**config.mk**
```make
export PLATFORM = sky130hd
export DESIGN_NAME = addsub_serial
export DESIGN_NICKNAME = d
export VERILOG_FILES = /design/src/rtl/addsub_pkg.sv /design/src/rtl/addsub_digit.sv /design/src/rtl/addsub_serial.sv
export SDC_FILE = /design/constraint.sdc
export NUM_CORES = 1
export LEC_CHECK = 0
export ABC_CLOCK_PERIOD_IN_PS = 2800
export CAP_MARGIN = 15
export CORE_MARGIN = 4
export CORE_UTILIZATION = 45
export DETAILED_ROUTE_END_ITERATION = 8
export PLACE_DENSITY_LB_ADDON = 0.3
export SLEW_MARGIN = 20
export SYNTH_ARGS = -nofsm -noshare
export SYNTH_HDL_FRONTEND = slang
export SYNTH_HIERARCHICAL = 1
export SYNTH_SLANG_ARGS = --single-unit
```
**constraint.sdc**
```tcl
create_clock -name clk -period 2.8 [get_ports clk]
set_clock_uncertainty 0.15 [all_clocks]
set_input_delay 0.56 -clock clk [delete_from_list [all_inputs] [get_ports clk]]
set_output_delay 0.56 -clock clk [all_outputs]
set_load 0.02 [all_outputs]
```
**src/rtl/addsub_pkg.sv**
```systemverilog
// addsub_pkg: shared constants, FSM encoding and sizing helper for the serial adder/subtractor
package addsub_pkg;
  localparam logic MODE_ADD = 1'b0;
  localparam logic MODE_SUB = 1'b1;
  localparam logic [1:0] ST_IDLE = 2'd0;
  localparam logic [1:0] ST_RUN  = 2'd1;
  localparam logic [1:0] ST_DONE = 2'd2;
  // Minimum of 1 so a single-digit configuration still has a counter bit
  function automatic int clog2(input int v);
    int r;
    for (r = 1; (1 << r) < v; r++) begin
    end
    return r;
  endfunction
endpackage

```
**src/rtl/addsub_digit.sv**
```systemverilog
// addsub_digit: combinational DIGIT-bit ripple adder built from full-adder cells
module addsub_digit #(
  parameter int DIGIT = 4
) (
  input  logic [DIGIT-1:0] a,
  input  logic [DIGIT-1:0] b,
  input  logic             cin,
  output logic [DIGIT-1:0] sum,
  output logic             cout,
  output logic             c_msb
);
  logic [DIGIT:0] c;
  assign c[0] = cin;
  for (genvar i = 0; i < DIGIT; i++) begin : g_fa
    assign sum[i]   = a[i] ^ b[i] ^ c[i];
    assign c[i+1]   = (a[i] & b[i]) | (c[i] & (a[i] ^ b[i]));
  end
  assign cout  = c[DIGIT];
  assign c_msb = c[DIGIT-1];
endmodule

```
**src/rtl/addsub_serial.sv**
```systemverilog
// addsub_serial: digit-serial two's-complement adder/subtractor with start/busy/done handshake
// and registered result, carry/borrow, signed-overflow and zero flags.
module addsub_serial
  import addsub_pkg::*;
#(
  parameter int WIDTH = 8,
  parameter int DIGIT = 4
) (
  input  logic             clk,
  input  logic             rst_n,
  input  logic             start,
  input  logic             mode,
  input  logic [WIDTH-1:0] a,
  input  logic [WIDTH-1:0] b,
  output logic             busy,
  output logic             done,
  output logic [WIDTH-1:0] s,
  output logic             cout_bout,
  output logic             overflow,
  output logic             zero
);
  localparam int N  = WIDTH / DIGIT;
  localparam int CW = clog2(N);
  localparam logic [CW-1:0] LAST = CW'(N - 1);

  if (DIGIT < 1 || WIDTH < DIGIT || WIDTH % DIGIT != 0) begin : g_bad_params
    $error("addsub_serial: WIDTH must be a positive multiple of DIGIT");
  end

  logic [1:0]       state_q, state_d;
  logic [WIDTH-1:0] a_q, a_d, b_q, b_d, acc_q, acc_d, s_q, s_d;
  logic [CW-1:0]    cnt_q, cnt_d;
  logic             mode_q, mode_d, carry_q, carry_d;
  logic             cout_q, cout_d, ovf_q, ovf_d, zero_q, zero_d;
  logic [DIGIT-1:0] dsum;
  logic             dcout, dc_msb;

  addsub_digit #(.DIGIT(DIGIT)) u_digit (
    .a    (a_q[cnt_q*DIGIT +: DIGIT]),
    .b    (b_q[cnt_q*DIGIT +: DIGIT]),
    .cin  (carry_q),
    .sum  (dsum),
    .cout (dcout),
    .c_msb(dc_msb)
  );

  always_comb begin
    state_d = state_q;
    a_d     = a_q;
    b_d     = b_q;
    mode_d  = mode_q;
    carry_d = carry_q;
    cnt_d   = cnt_q;
    acc_d   = acc_q;
    s_d     = s_q;
    cout_d  = cout_q;
    ovf_d   = ovf_q;
    zero_d  = zero_q;
    if (state_q == ST_RUN) begin
      acc_d[cnt_q*DIGIT +: DIGIT] = dsum;
      carry_d = dcout;
      cnt_d   = cnt_q + 1'b1;
      if (cnt_q == LAST) begin
        s_d     = acc_d;
        cout_d  = dcout ^ mode_q;
        ovf_d   = dcout ^ dc_msb;
        zero_d  = (acc_d == '0);
        state_d = ST_DONE;
      end
    end else if (start) begin
      a_d     = a;
      b_d     = (mode == MODE_SUB) ? ~b : b;
      mode_d  = mode;
      carry_d = mode;
      cnt_d   = '0;
      state_d = ST_RUN;
    end else begin
      state_d = ST_IDLE;
    end
  end

  always_ff @(posedge clk or negedge rst_n) begin
    if (!rst_n) begin
      state_q <= ST_IDLE;
      a_q     <= '0;
      b_q     <= '0;
      mode_q  <= MODE_ADD;
      carry_q <= 1'b0;
      cnt_q   <= '0;
      acc_q   <= '0;
      s_q     <= '0;
      cout_q  <= 1'b0;
      ovf_q   <= 1'b0;
      zero_q  <= 1'b1;
    end else begin
      state_q <= state_d;
      a_q     <= a_d;
      b_q     <= b_d;
      mode_q  <= mode_d;
      carry_q <= carry_d;
      cnt_q   <= cnt_d;
      acc_q   <= acc_d;
      s_q     <= s_d;
      cout_q  <= cout_d;
      ovf_q   <= ovf_d;
      zero_q  <= zero_d;
    end
  end

  assign busy      = (state_q == ST_RUN);
  assign done      = (state_q == ST_DONE);
  assign s         = s_q;
  assign cout_bout = cout_q;
  assign overflow  = ovf_q;
  assign zero      = zero_q;
endmodule

```
# [After elaboration in Yosys (flattened, before gate mapping)]
# Cells that the tools add are included.
[totals] reg_bits=40 latch_bits=0 ramBits=0 mem_bits_ro=0 inputBits=20 memories=0
[classes] addsub=2 multipliers=0 div=0 n_lt_le_gt_ge=0 n_eq_ne=3 shift=4 mux=9 bitwise=24 n_reduce_logical=4
[ops] operator="negator 3 -> 34 bit" n=1
[ops] operator="variable shift 4 x 34 -> 8 bit (first input constant)" n=1
[ops] operator="indexed part select 4 x 34 -> 8 bit" n=1
[ops] operator="indexed part select 8 x 4 -> 4 bit" n=2
[ops] operator="bitwise XOR 1 bit" n=10
[ops] operator="AND 1 bit" n=8
[ops] operator="bitwise mux 8 bit" n=1
[ops] operator="logical NOT 8 bit" n=1
[ops] operator="two-way mux 8 bit" n=1
[ops] operator="inverter 8 bit" n=1
[ops] operator="two-way mux 1 bit" n=5
[ops] operator="two-way mux 2 bit" n=2
[ops] operator="OR 1 bit" n=4
[ops] operator="AND reduction 2 bit" n=2
[ops] operator="equality test 2 x 1 -> 1 bit (second input constant)" n=1
[ops] operator="equality test 2 bit (second input constant)" n=1
[ops] operator="!= test 2 x 1 -> 1 bit (second input constant)" n=1
[ops] operator="nonzero test 2 bit" n=1
[ops] operator="adder 1 bit (second input constant)" n=1
[ops] operator="inverter 1 bit" n=1

# [Longest topological paths before layout]
[depth] depth_word=12 mapped_depth=11 mapped_depth_nobuf=10

# [Cells and area by module]
# Netlist, hierarchy kept.
[modules_own_cells] module="addsub_serial" n_inst=1 cells_each=121 area_per_inst_um2=1574.0 seq_area_each_um2=902.1
[modules_own_cells] module="addsub_digit" n_inst=1 cells_each=12 area_per_inst_um2=110.1 seq_area_each_um2=0.0

# [Worst setup path before layout]
# Ideal clock, no wire load.
[synth_timing] path_kind="register -> register" start="reg cnt_q" end="reg zero_q, in the netlist zero" setup_time_ns=0.079 t_arrival_ns=2.639 setup_slack_ns=-0.067 stages_incl_launch_ff=12 n_path_buf=1 synth_period_minus_slack_ns=2.867 cell_sequence="dfrtp_1 -> buf_2 -> mux2_2 -> fa_1 -> inv_1 -> fa_1 -> fa_1 -> inv_1 -> fa_1 -> nor4_1 -> nand2_1 -> o21ai_0"
[synth_between] elab_chain_len=12 elab_cells_between_ends=25
[synth_lines] item="from (decl)" line_no="addsub_serial.sv:32" source="logic [CW-1:0] cnt_q, cnt_d;"
[synth_lines] item="from (signal assigned)" line_no="addsub_serial.sv:101" source="cnt_q <= cnt_d;"
[synth_lines] item="indexed part select 8 x 4 -> 4 bit (on tied branches)" line_no="addsub_serial.sv:39, addsub_serial.sv:40"
[synth_lines] item="bitwise XOR 1 bit" line_no="addsub_digit.sv:16" source="assign c[i+1] = (a[i] & b[i]) | (c[i] & (a[i] ^ b[i]));"
[synth_lines] item="AND 1 bit" line_no="addsub_digit.sv:16"
[synth_lines] item="OR 1 bit" line_no="addsub_digit.sv:16"
[synth_lines] item="AND 1 bit" line_no="addsub_digit.sv:16"
[synth_lines] item="OR 1 bit" line_no="addsub_digit.sv:16"
[synth_lines] item="AND 1 bit" line_no="addsub_digit.sv:16"
[synth_lines] item="OR 1 bit (*)" line_no="addsub_digit.sv:16"
[synth_lines] item="net dc_msb" line_no="addsub_serial.sv:36" source="logic dcout, dc_msb;"
[synth_lines] item="bitwise XOR 1 bit (*)" line_no="addsub_digit.sv:15" source="assign sum[i] = a[i] ^ b[i] ^ c[i];"
[synth_lines] item="net dsum[3]" line_no="addsub_serial.sv:35" source="logic [DIGIT-1:0] dsum;"
[synth_lines] item="indexed part select 4 x 34 -> 8 bit (*)" line_no="addsub_serial.sv:60" source="acc_d[cnt_q*DIGIT +: DIGIT] = dsum;"
[synth_lines] item="bitwise mux 8 bit (*)" line_no="addsub_serial.sv:60"
[synth_lines] item="logical NOT 8 bit (*)" line_no="addsub_serial.sv:67" source="zero_d = (acc_d == '0);"
[synth_lines] item="to (signal assigned)" line_no="addsub_serial.sv:106" source="zero_q <= zero_d;"
[synth_lines] item="to (decl)" line_no="addsub_serial.sv:34" source="logic cout_q, cout_d, ovf_q, ovf_d, zero_q, zero_d;"
# The timed path passes the listed nets; every way through them passes the cells marked *.
# A chain may end at the register's enable or synchronous reset.

# [Final worst setup path]
# Same ends and word-level chain as after synthesis.

==> metrics.md <==
| Metric | Value |
|---|---|
| Clock power share | `12.6%` |
| Critical path type | `flip-flop to flip-flop` |
| Final Routed Wirelength | `3080 um` |
| Startpoint of the worst hold path | `zero` |
| Clock-pin slew on the worst setup and hold paths | `0.07 ns` |
| Portion of synthesized cell area occupied by the leading cell type | `52.0%` |
| DRC violations left | `0` |
| Cell with the largest stage delay on the worst path | `sky130_fd_sc_hd__fa_1` |
| Run status | `finished, final reports clean` |
| Path type of the worst min-delay path | `flip-flop to flip-flop` |
| Post-route setup TNS | `0 ns` |
| Layout Nets | `195` |
| Largest incremental delay on the critical path | `0.48 ns` |
| Part of the power in registers | `32.0%` |
| Antenna viol nets, final | `0` |
| Largest net degree at the start of global routing | `37` |
| Endpoint class of the critical path | `flip-flop` |
| Via count of the first global-routing pass | `1179` |
| Synth Flop Type | `sky130_fd_sc_hd__dfrtp_1` |
| Depth of the worst register-to-register path | `10` |
| DP Wirelength | `2290 um` |
| Via count | `1069` |
| Kind of launch point of the worst setup path | `flip-flop` |
| Endpoint of the worst register-to-register path | `zero` |
| Max H-tree Level | `2` |
| Mapped Nets | `157` |
| Synth warn | `6` |
| Most repeated library cell on the critical path | `sky130_fd_sc_hd__fa_2` |
| Top-Level Pins | `33` |
| Setup slack of the most critical reg-to-reg path | `0.10 ns` |
| Leading cell type by number of instances after synthesis | `sky130_fd_sc_hd__dfrtp_1` |
| Routability cong. | `0.840` |
| Headroom to the max-slew limit | `60.0%` |
| Capture endpoint of the worst hold path | `zero` |
| Cell accounting for the most synthesized area | `sky130_fd_sc_hd__dfrtp_1` |
| All-Layer GR Usage | `14.0%` |
| F_max | `371 MHz` |
| WP buf/inv | `2` |
| Fraction of registers with async set or reset after synthesis | `100%` |
| R2R Path Start | `cnt_q` |
| Number of antenna diodes | `0` |
| Number of fill cells | `293` |
| Cell Area, Synth | `1680 um2` |
| Total Die Area | `4790 um2` |
| Mean instance size in the synthesized netlist | `12.7 um2` |
| Final non-filler cell total | `218` |
| Total count of max-transition violations in the final report | `0` |
| FP Rows | `21` |
| DR pass1 iterations | `4` |
| Levels on crit path | `10` |
| Initial DRC count | `32` |
| Count of max-cap constraint violations | `0` |
| Register area share after synthesis | `53.6%` |
| Family of cells with the greatest summed delay on the critical path | `adder cells` |
| Net switching power | `1100 uW` |
| Leak | `0.000930 uW` |
| Vertical die dimension | `69.2 um` |
| Switching portion of total power | `37.2%` |
| Post-route total power | `2970 uW` |
| Share of cells above drive strength 1 | `31.4%` |
| IO buf count | `32` |
| CTS tree | `built` |
| Clock Tree Root | `sky130_fd_sc_hd__clkbuf_8` |
| Remaining global-route overflow | `0` |
| Width of the die | `69.2 um` |
| CP max FO | `4` |
| Seq. cell area | `903 um2` |
| Post-Place Cell Area | `2060 um2` |
| Combinational Power Share | `55.4%` |
| CP required | `2.86 ns` |
| Cells along the critical path | `mux2_4 > fa_2 > inv_2 > fa_2 > fa_2 > inv_2 > fa_1 > nor4_2 > nand2_1 > o21ai_1` |
| Number of enable flip-flop cells after synthesis | `0` |
| Worst hold path cell count | `2` |
| Average via count per standard cell | `4.90` |
| Area growth syn-to-layout | `29.6%` |
| Data arrival, critical path | `2.76 ns` |
| Maximum resistive drop on vdd | `491 uV` |
| Endpoints failing hold | `0` |
| Initial cell density of the core | `48.6%` |
| Cell count after synthesis | `133` |
| Time the worst path needs with I/O delays and setup | `2.70 ns` |
| Pre-CTS worst setup slack | `-0.0489 ns` |
| Core Box Area | `3470 um2` |
| Antenna violations before repair | `0` |
| Total CTS buffers | `5` |
| Routed len/inst | `14.1 um` |
| Library cells used by synthesis | `23` |
| Clock sink count | `36` |
| Area of combinational cells with multiple inputs | `714 um2` |
| Cell types with the highest counts after synthesis | `sky130_fd_sc_hd__dfrtp_1 (35), sky130_fd_sc_hd__mux2_2 (27), sky130_fd_sc_hd__a21oi_1 (16)` |
| Buffer levels on the longest clock path | `2` |
| Setup slack of the critical path after layout | `0.103 ns` |
| Power per cell area | `1360 nW/um2` |
| Internal power | `1860 uW` |
| Worst-margin pin slew | `0.598 ns` |
| Global-route wire length before repair | `5360 um` |
| Placed Cells | `210` |
| Count of endpoints failing setup in the final report | `0` |
| Post-route fraction of the period consumed by the critical path | `96.3%` |
| Worst-skew pair later-pin latency | `0.28 ns` |
| Number of register bits inferred by synthesis | `36` |
| Non-Filler Cell Area, Final | `2180 um2` |
| Leading post-synthesis cells by cell area | `sky130_fd_sc_hd__dfrtp_1 (52%), sky130_fd_sc_hd__mux2_2 (18%), sky130_fd_sc_hd__xnor2_1 (5.2%)` |
per-stage QoR:
step                utilization [%]  hold slack [ns]
global placement               59.5            0.314
finish                         62.9            0.319
floorplan                         -            0.114
CTS                            62.8            0.327
global route                   62.9            0.346
detailed placement             59.5            0.326
area by class of cell:
class | instances | area share, %
sequential | 36 | 41.4
multi-input combinational | 79 | 32.7
timing repair buffer | 39 | 17.3
clock buffer | 6 | 3.78
tap | 46 | 2.64
inverter | 10 | 1.72
clock inverter | 2 | 0.459
what timing repair did:
| action | in CTS | in global routing |
|---|---|---|
| endpoints found under the setup margin | 1 | 3 |
| pin swaps | 3 | 3 |
| endpoints found under the hold margin | 0 | 0 |
| hold buffers | 0 | 0 |
| setup buffers | 1 | 0 |
| gates resized for setup | 8 | 3 |
layer usage:
metal,global-route usage [%],wire [um],vias up,part of all wire (%)
met5,0,0,-,0
met4,5.21,54,0,1.8
met3,4.35,160,5,5.2
met2,24.2,1570,24,51
li1,-,-,519,-
met1,16.2,1300,521,42
flip-flops by register name, indices dropped and copies added, names as in the netlist, 2 cells and up:
| signal | flops |
|---|---|
| a_q | 8 |
| acc_q | 4 |
| b_q | 8 |
| s | 8 |
| state_q | 2 |
layout by cell type (no fill, tap or decap):
cell type,Yosys,layout
sky130_fd_sc_hd__o21ai_1,0,1
sky130_fd_sc_hd__mux2_4,2,4
sky130_fd_sc_hd__nand2b_1,1,1
sky130_fd_sc_hd__buf_4,0,6
sky130_fd_sc_hd__inv_1,10,8
sky130_fd_sc_hd__nand3b_1,1,1
sky130_fd_sc_hd__nor4_2,0,1
sky130_fd_sc_hd__nor2b_1,1,1
sky130_fd_sc_hd__dfstp_2,1,1
sky130_fd_sc_hd__a21oi_1,16,16
sky130_fd_sc_hd__a21o_1,1,1
sky130_fd_sc_hd__and2_4,1,1
sky130_fd_sc_hd__mux2_2,27,25
sky130_fd_sc_hd__fa_1,4,1
sky130_fd_sc_hd__fa_2,0,3
sky130_fd_sc_hd__dfrtp_2,0,1
sky130_fd_sc_hd__clkdlybuf4s50_1,0,32
sky130_fd_sc_hd__clkbuf_8,0,6
sky130_fd_sc_hd__nor2_1,2,2
sky130_fd_sc_hd__dfrtp_1,35,34
sky130_fd_sc_hd__nor4_1,2,1
sky130_fd_sc_hd__buf_6,2,1
sky130_fd_sc_hd__nor2_2,1,1
sky130_fd_sc_hd__inv_2,0,2
sky130_fd_sc_hd__xnor2_1,10,10
sky130_fd_sc_hd__nand2_1,5,5
sky130_fd_sc_hd__mux2i_1,1,1
sky130_fd_sc_hd__clkinv_2,0,2
sky130_fd_sc_hd__o21ai_0,4,3
cells by family (layout without fill, tap and decap cells):
family          Yosys count  after routing  share of synthesized area, %
compound gates           21             21                          6.39
xor+xnor                 10             10                          5.20
mux                      30             30                          20.4
buf+inv                  18             57                          5.27
fa+ha+maj                 4              4                          4.76
flops                    36             36                          53.6
simple gates             14             14                          4.38
power groups by stage:
stage | sequential, uW | combinational, uW | clock, uW
after global routing | 986 | 1820 | 398
final | 949 | 1650 | 374
after floorplan | 1000 | 1030 | 0
after detailed placement | 953 | 1580 | 0
after global placement | 943 | 1540 | 0
after CTS | 947 | 1680 | 382
worst max path at each step:
stage | start | end | slack, ns
2_1_floorplan | cnt_q | zero | 0.007
3_5_place_dp | cnt_q | zero | -0.05
4_1_cts | cnt_q | zero | 0.01
3_3_place_gp | cnt_q | zero | 0.04
6_report | cnt_q | zero | 0.10
5_1_grt | cnt_q | zero | -0.03
tightest hold or removal path, cell delays in order (launching register included):
cell and delay (ns):
sky130_fd_sc_hd__dfstp_2 0.37, sky130_fd_sc_hd__nand2_1 0.04, sky130_fd_sc_hd__o21ai_1 0.05
Power figures use the tool's default switching activity.
